## config.mk

```make
export PLATFORM = sky130hd
export DESIGN_NAME = stream_run_ctrl
export DESIGN_NICKNAME = d
export VERILOG_FILES = /design/src/rtl/stream_run_ctrl.sv
export SDC_FILE = /design/constraint.sdc
export NUM_CORES = 1
export LEC_CHECK = 0
export BUFFER_PORTS_ARGS = -buffer_cell sky130_fd_sc_hd__clkbuf_2
export CORE_MARGIN = 4
export CORE_UTILIZATION = 50
export DETAILED_ROUTE_END_ITERATION = 12
export GPL_ROUTABILITY_DRIVEN = 0
export PLACE_DENSITY = 0.79
export SLEW_MARGIN = 20
export SYNTH_ARGS = -nofsm -noshare
export SYNTH_HDL_FRONTEND = slang
export SYNTH_SLANG_ARGS = --single-unit
```

## constraint.sdc

```tcl
create_clock -name aclk -period 5.8 [get_ports aclk]
set_clock_uncertainty 0.2 [all_clocks]
set_input_delay 0.29 -clock aclk [delete_from_list [all_inputs] [get_ports aclk]]
set_output_delay 0.29 -clock aclk [all_outputs]
set_load 0.1 [all_outputs]
```

## src/rtl/stream_run_ctrl.sv

```systemverilog
// stream_run_ctrl: run controller that joins C_NUM_CHANNELS AXI-stream inputs
// into a kernel, passes kernel output downstream, and counts beats per run.
// Handshakes pass through combinationally; only the run state and counters
// are registered.
module stream_run_ctrl #(
    parameter int C_NUM_CHANNELS = 2,
    parameter int C_CNT_WIDTH    = 32
) (
    input  logic                      aclk,
    input  logic                      areset,
    input  logic                      ap_start,
    input  logic [C_CNT_WIDTH-1:0]    ap_len,
    output logic                      ap_busy,
    output logic                      ap_done,
    input  logic [C_NUM_CHANNELS-1:0] s_tvalid,
    output logic [C_NUM_CHANNELS-1:0] s_tready,
    output logic                      k_ivalid,
    input  logic                      k_iready,
    input  logic                      k_ovalid,
    output logic                      k_oready,
    output logic                      m_tvalid,
    input  logic                      m_tready,
    output logic [C_CNT_WIDTH-1:0]    in_beats,
    output logic [C_CNT_WIDTH-1:0]    out_beats
);

    typedef enum logic [1:0] {
        ST_IDLE,
        ST_RUN,
        ST_DRAIN,
        ST_DONE
    } state_t;

    localparam logic [C_CNT_WIDTH-1:0] CNT_ONE = C_CNT_WIDTH'(1);

    state_t                   state;
    state_t                   state_nxt;
    logic [C_CNT_WIDTH-1:0]   len_q;
    logic [C_CNT_WIDTH-1:0]   len_nxt;
    logic [C_CNT_WIDTH-1:0]   in_cnt;
    logic [C_CNT_WIDTH-1:0]   in_cnt_nxt;
    logic [C_CNT_WIDTH-1:0]   out_cnt;
    logic [C_CNT_WIDTH-1:0]   out_cnt_nxt;
    logic [C_CNT_WIDTH-1:0]   len_last;
    logic                     all_valid;
    logic                     in_last;
    logic                     out_last;
    logic                     out_full;
    logic                     in_fire;
    logic                     out_fire;

    // len is never zero while in RUN/DRAIN, so len-1 cannot wrap there;
    // compares are unsigned at full width so the maximum length works.
    assign all_valid = &s_tvalid;
    assign len_last  = len_q - CNT_ONE;
    assign in_last   = (in_cnt == len_last);
    assign out_last  = (out_cnt == len_last);
    assign out_full  = (out_cnt == len_q);

    assign in_beats  = in_cnt;
    assign out_beats = out_cnt;

    // Next-state, counter updates and all handshake outputs for the current state
    always_comb begin
        state_nxt   = state;
        len_nxt     = len_q;
        in_cnt_nxt  = in_cnt;
        out_cnt_nxt = out_cnt;
        ap_busy     = 1'b0;
        ap_done     = 1'b0;
        s_tready    = '0;
        k_ivalid    = 1'b0;
        k_oready    = 1'b0;
        m_tvalid    = 1'b0;
        in_fire     = 1'b0;
        out_fire    = 1'b0;

        case (state)
            ST_IDLE: begin
                if (ap_start) begin
                    in_cnt_nxt  = '0;
                    out_cnt_nxt = '0;
                    len_nxt     = ap_len;
                    if (ap_len != '0) begin
                        state_nxt = ST_RUN;
                    end else begin
                        state_nxt = ST_DONE;
                    end
                end
            end

            ST_RUN: begin
                ap_busy  = 1'b1;
                k_ivalid = all_valid;
                s_tready = {C_NUM_CHANNELS{all_valid & k_iready}};
                m_tvalid = k_ovalid;
                k_oready = m_tready;
                in_fire  = all_valid & k_iready;
                out_fire = k_ovalid & m_tready & ~out_full;
                if (in_fire) begin
                    in_cnt_nxt = in_cnt + CNT_ONE;
                end
                if (out_fire) begin
                    out_cnt_nxt = out_cnt + CNT_ONE;
                end
                // Last input beat: finish outright if the output side completes
                // in the same cycle (or somehow already has), otherwise drain.
                if (in_fire && in_last) begin
                    if ((out_fire && out_last) || out_full) begin
                        state_nxt = ST_DONE;
                    end else begin
                        state_nxt = ST_DRAIN;
                    end
                end
            end

            ST_DRAIN: begin
                ap_busy  = 1'b1;
                m_tvalid = k_ovalid;
                k_oready = m_tready;
                out_fire = k_ovalid & m_tready & ~out_full;
                if (out_fire) begin
                    out_cnt_nxt = out_cnt + CNT_ONE;
                end
                if (out_fire && out_last) begin
                    state_nxt = ST_DONE;
                end
            end

            ST_DONE: begin
                ap_done   = 1'b1;
                state_nxt = ST_IDLE;
            end

            default: begin
                state_nxt = ST_IDLE;
            end
        endcase

        // While reset is asserted every handshake output is forced quiet,
        // even before the state register has been cleared.
        if (areset) begin
            ap_busy  = 1'b0;
            ap_done  = 1'b0;
            s_tready = '0;
            k_ivalid = 1'b0;
            k_oready = 1'b0;
            m_tvalid = 1'b0;
        end
    end

    // State, latched length and beat counters; synchronous reset clears all
    always_ff @(posedge aclk) begin
        if (areset) begin
            state   <= ST_IDLE;
            len_q   <= '0;
            in_cnt  <= '0;
            out_cnt <= '0;
        end else begin
            state   <= state_nxt;
            len_q   <= len_nxt;
            in_cnt  <= in_cnt_nxt;
            out_cnt <= out_cnt_nxt;
        end
    end

endmodule
```

==> flow_summary.json <==
{
  "outcome": "finished, final reports clean",
  "clk_pin_slew_ns": 0.07,
  "crit_fanout": 15,
  "die_y_um": 123,
  "arrival_ns": 4.82,
  "routed_wirelength_um": 20600,
  "r2r_slack_ns": 1.05,
  "post-route-period-util_pct": 82.0,
  "yosysWarningCount": 0,
  "cpMaxStageDelayCell": "nor4_1",
  "num_rows": 41,
  "maxSlewHeadroom_pct": 30.9,
  "grt_pass1_vias": 6306,
  "grt_max_degree": 41,
  "fin_area_um2": 7770,
  "numCtsBuffers": 9,
  "antenna_left": 0,
  "crit_buf_inv": 1,
  "crit_start": "len_q[0]",
  "cts_tree": "built",
  "post_cts_resized": 0,
  "die_area_um2": 15200,
  "finalMaxSlewViolations": 0,
  "final_cells": 1134,
  "cp.required_ns": 5.87,
  "die_w_um": 123,
  "syn-instance-count": 869,
  "swShare_pct": 44.9,
  "syn_nets": 917,
  "fillers": 1148,
  "area_growth_pct": 16.8,
  "path_depth": 11,
  "p_int_uw": 1480,
  "p_leak_uw": 0.00302,
  "core_area_um2": 12800,
  "cts.sinks": 98,
  "async_flop_share_pct": 0,
  "insertion_delay_ns": 0.36,
  "ff2ff_path_depth": 11,
  "avgSynthCellArea_um2": 7.65,
  "gr-total-overflow": 0,
  "worst_ir_drop_vdd_mv": 0.163,
  "grtUsageTotal_pct": 27.8,
  "ctsLongestPathBuffers": 2,
  "routed_via_density": 5.94,
  "htreeDepth": 3,
  "finalHoldViolCount": 0,
  "reg2reg_from": "len_q[0]",
  "drc": 0,
  "setup_viol": 0,
  "ys_seq_area_share_pct": 29.5,
  "dr.pass1.iters": 6,
  "synth_area_um2": 6650,
  "p_per_area_nw_per_um2": 345,
  "crit_end": "state[0]",
  "grt_pass1_wl_um": 33000,
  "diodes": 0,
  "path_common_cell": "nor4_1",
  "ios": 111,
  "initial_core_util_pct": 51.8,
  "path_class": "register to register",
  "critical_path.startpoint_type": "register",
  "drtIter0Drc": 899,
  "antenna_found_initial": 0,
  "cp_slowest_stage_delay_ns": 0.78,
  "drive_gt1_share_pct": 14.8,
  "cts_setup_buffers": 0,
  "cts-root-buf": "clkbuf_16",
  "cp_top_family": "simple AND/OR/NAND/NOR gates",
  "hold_class": "input port to register",
  "placed_cells": 1089,
  "tns_ns": 0,
  "tightest_slew_ns": 1.02,
  "port_buffers": 110,
  "fin_nets": 1006,
  "hpwl_um": 15400,
  "endpoint_kind": "register",
  "p_switching_uw": 1200,
  "path_cells": "inv_1 -> ha_1 -> nor3b_1 -> nand2_1 -> nor4_1 -> o311ai_0 -> a2111o_1 -> nor4_1 -> a21oi_1 -> o31a_1 -> a211oi_1",
  "min_period_ns": 4.75,
  "routed-via-count": 6733,
  "clockPowerShare_pct": 21.6,
  "wire_per_inst_um": 18.2,
  "place_area_um2": 7180,
  "share_seq_of_total_power_pct": 31.3,
  "fmax_mhz": 210,
  "rsz0062_at_grt": "no",
  "hold_path.startpoint": "ap_len[20]",
  "power_frac_comb_pct": 47.1,
  "ys.flop_type": "dfxtp_1",
  "ys_types": 61,
  "finalPower_uw": 2680,
  "regToRegEndpoint": "state[0]",
  "synth_edf_count": 0,
  "synth-seq-cells": 98,
  "drv_cap": 0,
  "worst_hold_slack_ns": 0.0115
}
==> worst register-to-register path, delay by kind of cell, from the launching register on <==
kind | cells | cell delay (ns)
compound gates | 5 | 1.36
fa+ha+maj | 1 | 0.41
buf+inv | 1 | 0.09
flops | 1 | 0.39
simple gates | 4 | 2.23
==> placed cells by master (no fill, tap or decap), types with 4 or more instances in the layout <==
cell type,netlist,routed
nand2_1,112,112
clkbuf_2,0,110
nor2_1,105,105
dfxtp_1,98,98
xnor2_1,84,84
xor2_1,61,61
a21oi_1,49,49
nor3_1,35,35
dlygate4sd3_1,0,30
nand3_1,29,29
nor4_1,28,28
inv_1,23,23
nand4_1,23,23
and3_1,16,16
or4_1,11,11
o21ai_0,13,11
or3_1,10,10
clkbuf_16,0,9
ha_1,8,8
xnor3_1,7,7
o211ai_1,6,6
nand2b_1,6,6
and4_1,5,5
nor2b_1,5,5
nor4b_1,4,4
o2111ai_1,4,4
==> power by group through the flow <==
stage | registers [µW] | logic, µW | clock network, µW
2_1_floorplan | 782 | 998 | 0
3_3_place_gp | 845 | 1200 | 0
3_5_place_dp | 849 | 1210 | 0
4_1_cts | 833 | 1230 | 586
5_1_grt | 850 | 1370 | 615
6_report | 839 | 1260 | 578
==> cells by family (layout without fill, tap and decap cells) <==
kind of cell               Yosys count  count (layout)  share of synthesized area, %
AOI/OAI and AO/OA                  115             115                          11.8
xor gates and xnor gates           152             152                          21.5
adders and majority gates            8               8                          1.51
buffers and inverters               88             181                          5.34
DFF                                 98              98                          29.5
muxes                                2               2                         0.301
and+or+nand+nor                    406             406                          30.1
==> per-layer routing <==
layer / share of wire, % / global-route usage [%]
met5: 0 / 0
met2: 44 / 43.1
met4: 3.0 / 8.79
met3: 10 / 7.00
met1: 43 / 38.0
==> how the worst min path moves through the flow <==
stage / cells after the start / endpoint / slack [ns]
5_1_grt: 3 / len_q[20] / 0.009
6_report: 3 / len_q[20] / 0.01
3_3_place_gp: 2 / in_beats[1] / 0.32
3_5_place_dp: 2 / in_beats[1] / 0.32
2_1_floorplan: 2 / len_q[9] / 0.23
4_1_cts: 3 / len_q[20] / 0.0006
==> Yosys cell counts, types with 4 or more instances <==
library cell  count  area share [%]
o2111ai_1         4            0.53
ha_1              8             1.5
nor3_1           35             2.6
dfxtp_1          98              30
nor4b_1           4            0.53
xnor3_1           7             2.4
nor2b_1           5            0.47
xor2_1           61             8.0
buf_2             5            0.38
nor2_1          105             5.9
o21ai_0          13            0.98
clkbuf_1         55             3.1
and2_1            4            0.38
or4_1            11             1.2
a21oi_1          49             3.7
or3_1            10            0.94
nand2_1         112             6.3
xnor2_1          84              11
nand2b_1          6            0.56
o211ai_1          6            0.68
nand3_1          29             2.2
inv_1            23             1.3
and4_1            5            0.66
nand4_1          23             2.2
and3_1           16             1.5
nor4_1           28             2.6
==> state kept, by name (all words and copies together) (netlist names) <==
register,count
out_beats,32
len_q,32
state,2
in_beats,32
==> through the flow <==
step                util [%]  setup slack (ns)
finish                  60.6              1.05
global route            60.6             0.750
CTS                     60.5              1.16
detailed placement      56.0              1.21
global placement        56.0              1.34
floorplan                  -              1.94
==> repair_timing <==
action                                  CTS  global route
endpoints found under the setup margin    0             0
hold buffers                             30             0
endpoints found under the hold margin    30             0
==> final cells by class <==
type	count	area [µm²]	area share [%]
Clock inverter	6	56.3	0.725
Inverter	23	86.3	1.11
Clock buffer	9	225	2.90
Multi-Input combinational cell	683	4350	56.0
Sequential cell	98	1960	25.3
Tap cell	172	215	2.77
Timing Repair Buffer	143	873	11.2
No activity file was read; power rests on OpenSTA's default activity.
